### src/rtl/accum_rca.sv
// accum_rca: COUNT-term ripple-carry accumulator with wrap/saturate overflow and valid/ready result handshake
module accum_rca #(
  parameter int IN_WIDTH = 8,
  parameter int WIDTH = 10,
  parameter int COUNT = 4,
  parameter bit SAT = 1'b0
) (
  input  logic                clk,
  input  logic                rst,
  input  logic                clr,
  input  logic                in_valid,
  input  logic [IN_WIDTH-1:0] in_data,
  output logic                in_ready,
  output logic                out_valid,
  output logic [WIDTH-1:0]    out_data,
  output logic                out_ovf,
  input  logic                out_ready
);
  localparam int CW = $clog2(COUNT + 1);
  typedef enum logic {ACC, HOLD} state_t;
  state_t state_q, state_d;
  logic [WIDTH-1:0] acc_q, acc_d, out_data_q, out_data_d, b, sum;
  logic [CW-1:0] cnt_q, cnt_d;
  logic ovf_q, ovf_d, out_ovf_q, out_ovf_d;
  logic [WIDTH:0] c;
  assign b = WIDTH'(in_data);
  assign c[0] = 1'b0;
  for (genvar i = 0; i < WIDTH; i++) begin : g_fa
    assign sum[i] = acc_q[i] ^ b[i] ^ c[i];
    assign c[i+1] = (acc_q[i] & b[i]) | (c[i] & (acc_q[i] ^ b[i]));
  end
  always_comb begin
    state_d = state_q;
    acc_d = acc_q;
    cnt_d = cnt_q;
    ovf_d = ovf_q;
    out_data_d = out_data_q;
    out_ovf_d = out_ovf_q;
    if (clr) begin
      state_d = ACC;
      acc_d = '0;
      cnt_d = '0;
      ovf_d = 1'b0;
    end else if (state_q == ACC && in_valid) begin
      acc_d = (c[WIDTH] && SAT) ? '1 : sum;
      ovf_d = ovf_q | c[WIDTH];
      cnt_d = cnt_q + CW'(1);
      if (cnt_q == CW'(COUNT - 1)) begin
        state_d = HOLD;
        out_data_d = acc_d;
        out_ovf_d = ovf_d;
      end
    end else if (state_q == HOLD && out_ready) begin
      state_d = ACC;
      acc_d = '0;
      cnt_d = '0;
      ovf_d = 1'b0;
    end
  end
  always_ff @(posedge clk) begin
    if (rst) begin
      state_q <= ACC;
      acc_q <= '0;
      cnt_q <= '0;
      ovf_q <= 1'b0;
      out_data_q <= '0;
      out_ovf_q <= 1'b0;
    end else begin
      state_q <= state_d;
      acc_q <= acc_d;
      cnt_q <= cnt_d;
      ovf_q <= ovf_d;
      out_data_q <= out_data_d;
      out_ovf_q <= out_ovf_d;
    end
  end
  assign in_ready = !rst && state_q == ACC;
  assign out_valid = state_q == HOLD;
  assign out_data = out_data_q;
  assign out_ovf = out_ovf_q;
endmodule

### config.mk
export PLATFORM = sky130hd
export DESIGN_NAME = accum_rca
export DESIGN_NICKNAME = d
export VERILOG_FILES = /design/src/rtl/accum_rca.sv
export SDC_FILE = /design/constraint.sdc
export NUM_CORES = 1
export LEC_CHECK = 0
export CAP_MARGIN = 15
export CORE_ASPECT_RATIO = 1.75
export CORE_UTILIZATION = 34
export CTS_BUF_LIST = sky130_fd_sc_hd__clkbuf_8
export CTS_CLUSTER_DIAMETER = 80
export DETAILED_ROUTE_END_ITERATION = 10
export HOLD_SLACK_MARGIN = 0.05
export PLACE_DENSITY = 0.6
export SLEW_MARGIN = 10
export SYNTH_ARGS = -nofsm -noshare
export SYNTH_HDL_FRONTEND = slang
export SYNTH_SLANG_ARGS = --single-unit
export TNS_END_PERCENT = 10
### constraint.sdc
create_clock -name clk -period 4 [get_ports clk]
set_clock_uncertainty 0.15 [all_clocks]
set_input_delay 0.6 -clock clk [delete_from_list [all_inputs] [get_ports clk]]
set_output_delay 0.6 -clock clk [all_outputs]
set_load 0.03 [all_outputs]
==> impl_summary.md <==
Placement
The post-placement cell area is 0.00158 mm2. The last weighted congestion value of the routability-driven placer is 0.766. The worst setup timing slack at the placement stage is -484 ps.

The number of placed instances, taps included, is 184. In this run the tool buffered the top-level ports with 25 buffer cells. The sum of net half-perimeters after detailed placement is 1950 um.

Critical path
At the worst endpoint, the arrival time is 3910 ps. The worst-path cell with the longest stage delay is fa_2. The library cell appearing most often on the critical path is fa_2. The most critical setup path has its startpoint at in_data[0]. The required time of the critical path is 4010 ps. The element type at the critical path end is a flop. The depth of the worst register-to-register path is 13. The largest single stage delay on the critical path is 400 ps. The startpoint class of the critical path is an input pin. In this run the worst path has a maximum fanout of 2.

The critical path class is input pin to flop. The startpoint identified for the worst register-to-register timing path is acc_q[0]$_SDFFE_PP0P_. Traced cell by cell, the critical path runs through dlygate4sd2_1 > ha_2 > fa_2 > inv_2 > fa_2 > fa_2 > fa_2 > fa_2 > fa_2 > inv_2 > fa_2 > ha_4 > ha_4 > a32o_1.

STA
The part of the cycle the worst path needs is 0.974. Hold timing on the final database bottoms out at a slack of 332 ps. Setup violations remaining at the end of the flow were counted as 0. The pin slew with the least headroom to its limit is 585 ps. The max-slew violation count is 0.

The clock period could shrink to 3900 ps. Setup repair after global routing left no endpoint under its margin. The maximum clock frequency is 257 MHz. The worst slew margin relative to its limit is 0.609.

The final hold violation count came to 0. The final critical-path setup slack is 103 ps. The accumulated negative setup slack is 0 ps.

Clock network
In this run the clock root is driven by a clkbuf_8. The TritonCTS buffer count is 3. The H-tree depth is 1. The longest clock path from root to sink contains 2 buffers. TritonCTS built the clock tree.

After clock tree synthesis, the clock-pin slew on the worst setup and hold paths is 80 ps. In this run the post-CTS setup repair buffer count came out at 0. The TritonCTS sink count is 26.

Clock latency on the worst-skew pair, taken at its later pin, is 260 ps. The hold-fix buffer count after cts is 0.

Die
The floorplan step defined a die boundary enclosing 0.00412 mm2. The floorplan has 29 rows. The width of the die is 49.0 um.

The boundary pin count is 26. The core area is 0.00366 mm2. The die is 84.2 um tall. The starting utilization of the core area is 0.358.

Layout
The number of inserted filler cells in the final layout is 355. The area of all placed cells without fillers is 0.00167 mm2. Excluding fillers, the count of instances in the completed layout stands at 187. The number of nets in the finished design is 168.

The area overhead of the layout relative to synthesis is 26.9%. In the final layout, the share of cells above drive strength 1 is 0.206. The most common library cell in the layout ignoring fill and taps is dfxtp_1. The library cells used most frequently in the layout, excluding fill and tap cells, are 26 x dfxtp_1, 23 x clkdlybuf4s50_1, 12 x nand2b_1. At the end of the flow the core is filled with cells to 0.454. The number of inserted diodes is 0.

Detailed routing
The number of vias per cell after detailed routing is 4.91. The total vias in the final route is 919. The first routing iteration left 17 violations.

The pre-antenna-repair detailed-routing pass consisted of 4 iterations. The final wirelength is 2590 um. The routed length per placed instance is 13.8 um. After detailed routing, the number of remaining DRC violations is 0. The count of nets left with antenna violations after detail routing is 0.

Power and ir drop
The power per cell area is 283 mW/mm2. The analysis attributes to cell leakage a power of 0.587 nW. VDD sags by at most 184 uV. The total power of the final layout is 0.471 mW.

Global routing
For met3 alone, demand over resource in global routing was 0.0217. The routing usage on met1 is 0.144. The first global-routing pass estimated 4260 um of wire. The met2 track demand over resource in global routing is 0.253. The number of antenna violations at the first check in global routing is 0.

The combined global-route utilization of all metal layers is 0.134. The via count of the first global-routing pass came to 935. The maximum number of pins on one net before global-route repair is 28. The global routing's busiest layer is met2. Summed over all layers, the global routing overflow is 0.

Logic synthesis
The post-synth net total is 144. The count of mapped cells out of synthesis is 119. The async set-or-reset flop fraction in the synthesized netlist is 0. Dividing the synthesized area by the synthesized cell count gives 11.0 um2.

In the synthesized netlist the dominant register cell turns out to be dfxtp_1. The count of flip-flops with a built-in enable after synthesis is 0. The number of distinct library cells after synthesis is 25. In this run, synthesis produced a sequential element count of 26.

The warning count from the yosys run is 0. In this run the cell area of the synthesized design comes to 0.00131 mm2. The share of the Yosys chip area taken by registers is 0.397.

Hold path
In this run the most critical hold path is launched from out_data[0]$_SDFFE_PP0P_. The depth of the worst hold-timing path is 2. The class of the most critical hold timing path is flop to flop.

Job
The tool flagged a number of max-cap violations equal to 0.

Run status
The flow ran to the end, and the final reports show no timing, DRC or antenna violations.
[worst max-delay path, delay by kind of cell]
family	cells	cell delay, ps
AO/OA/AOI/OAI	1	200
adder cells (fa/ha/maj)	10	2780
buffers and inverters	3	320
[path summary, 6_finish.rpt]
kind | slack, ps | to
setup / recovery | 100 | acc_q[9]$_SDFFE_PP0P_
hold / removal | 330 | out_data[0]$_SDFFE_PP0P_
setup reg to reg | 300 | acc_q[9]$_SDFFE_PP0P_
hold reg to reg | 330 | out_data[0]$_SDFFE_PP0P_
[registers in the layout, indices dropped and copies added (netlist names)]
register	flops
acc_q	10
out_data	10
cnt_q	3
out_ovf	1
out_valid	1
ovf_q	1
[power breakdown]
group / internal, mW / switching (mW)
clock: 0.0672 / 0.0736
sequential: 0.263 / 0.00237
combinational: 0.0324 / 0.0319
total: 0.363 / 0.108
[area by class of cell]
cell class,count,area [um2],area share
multi-input cells,73,742,0.446
flip-flops and latches,26,520,0.313
clock buffers,3,41.3,0.0248
well taps,46,57.6,0.0346
repair buffers,26,255,0.153
inverters,13,48.8,0.0293
[layer usage]
layer	wire (um)	part of all wire
met3	81	0.031
met4	24	0.0093
met1	1020	0.40
met2	1450	0.56
met5	0	0
[cell usage after synthesis (2+ instances only)]
| library cell | count | area share |
|---|---|---|
| mux2i_1 | 7 | 0.053 |
| inv_1 | 13 | 0.037 |
| mux2_2 | 6 | 0.051 |
| fa_1 | 7 | 0.11 |
| a32o_1 | 6 | 0.046 |
| nand2b_1 | 12 | 0.057 |
| dfxtp_1 | 26 | 0.40 |
| nand3b_1 | 2 | 0.011 |
| ha_1 | 5 | 0.048 |
| a21oi_1 | 2 | 0.0076 |
| clkbuf_1 | 3 | 0.0086 |
| nor2_1 | 7 | 0.020 |
| o32ai_1 | 6 | 0.040 |
| nor2b_1 | 5 | 0.024 |
| buf_6 | 2 | 0.017 |
[what timing repair did]
item / 4_1_cts / 5_1_grt
gates cloned: 0 / 0
resized for setup: 15 / 0
endpoints found under the setup margin: 7 / 1
pin swaps: 9 / 1
[cells by family after synthesis]
family          after synthesis  synth area share
simple gates                 31             0.155
flops                        26             0.397
buf+inv                      20            0.0724
compound gates               17             0.116
mux                          13             0.105
fa+ha+maj                    12             0.154
Note: power is estimated with default switching activity, not from simulation.
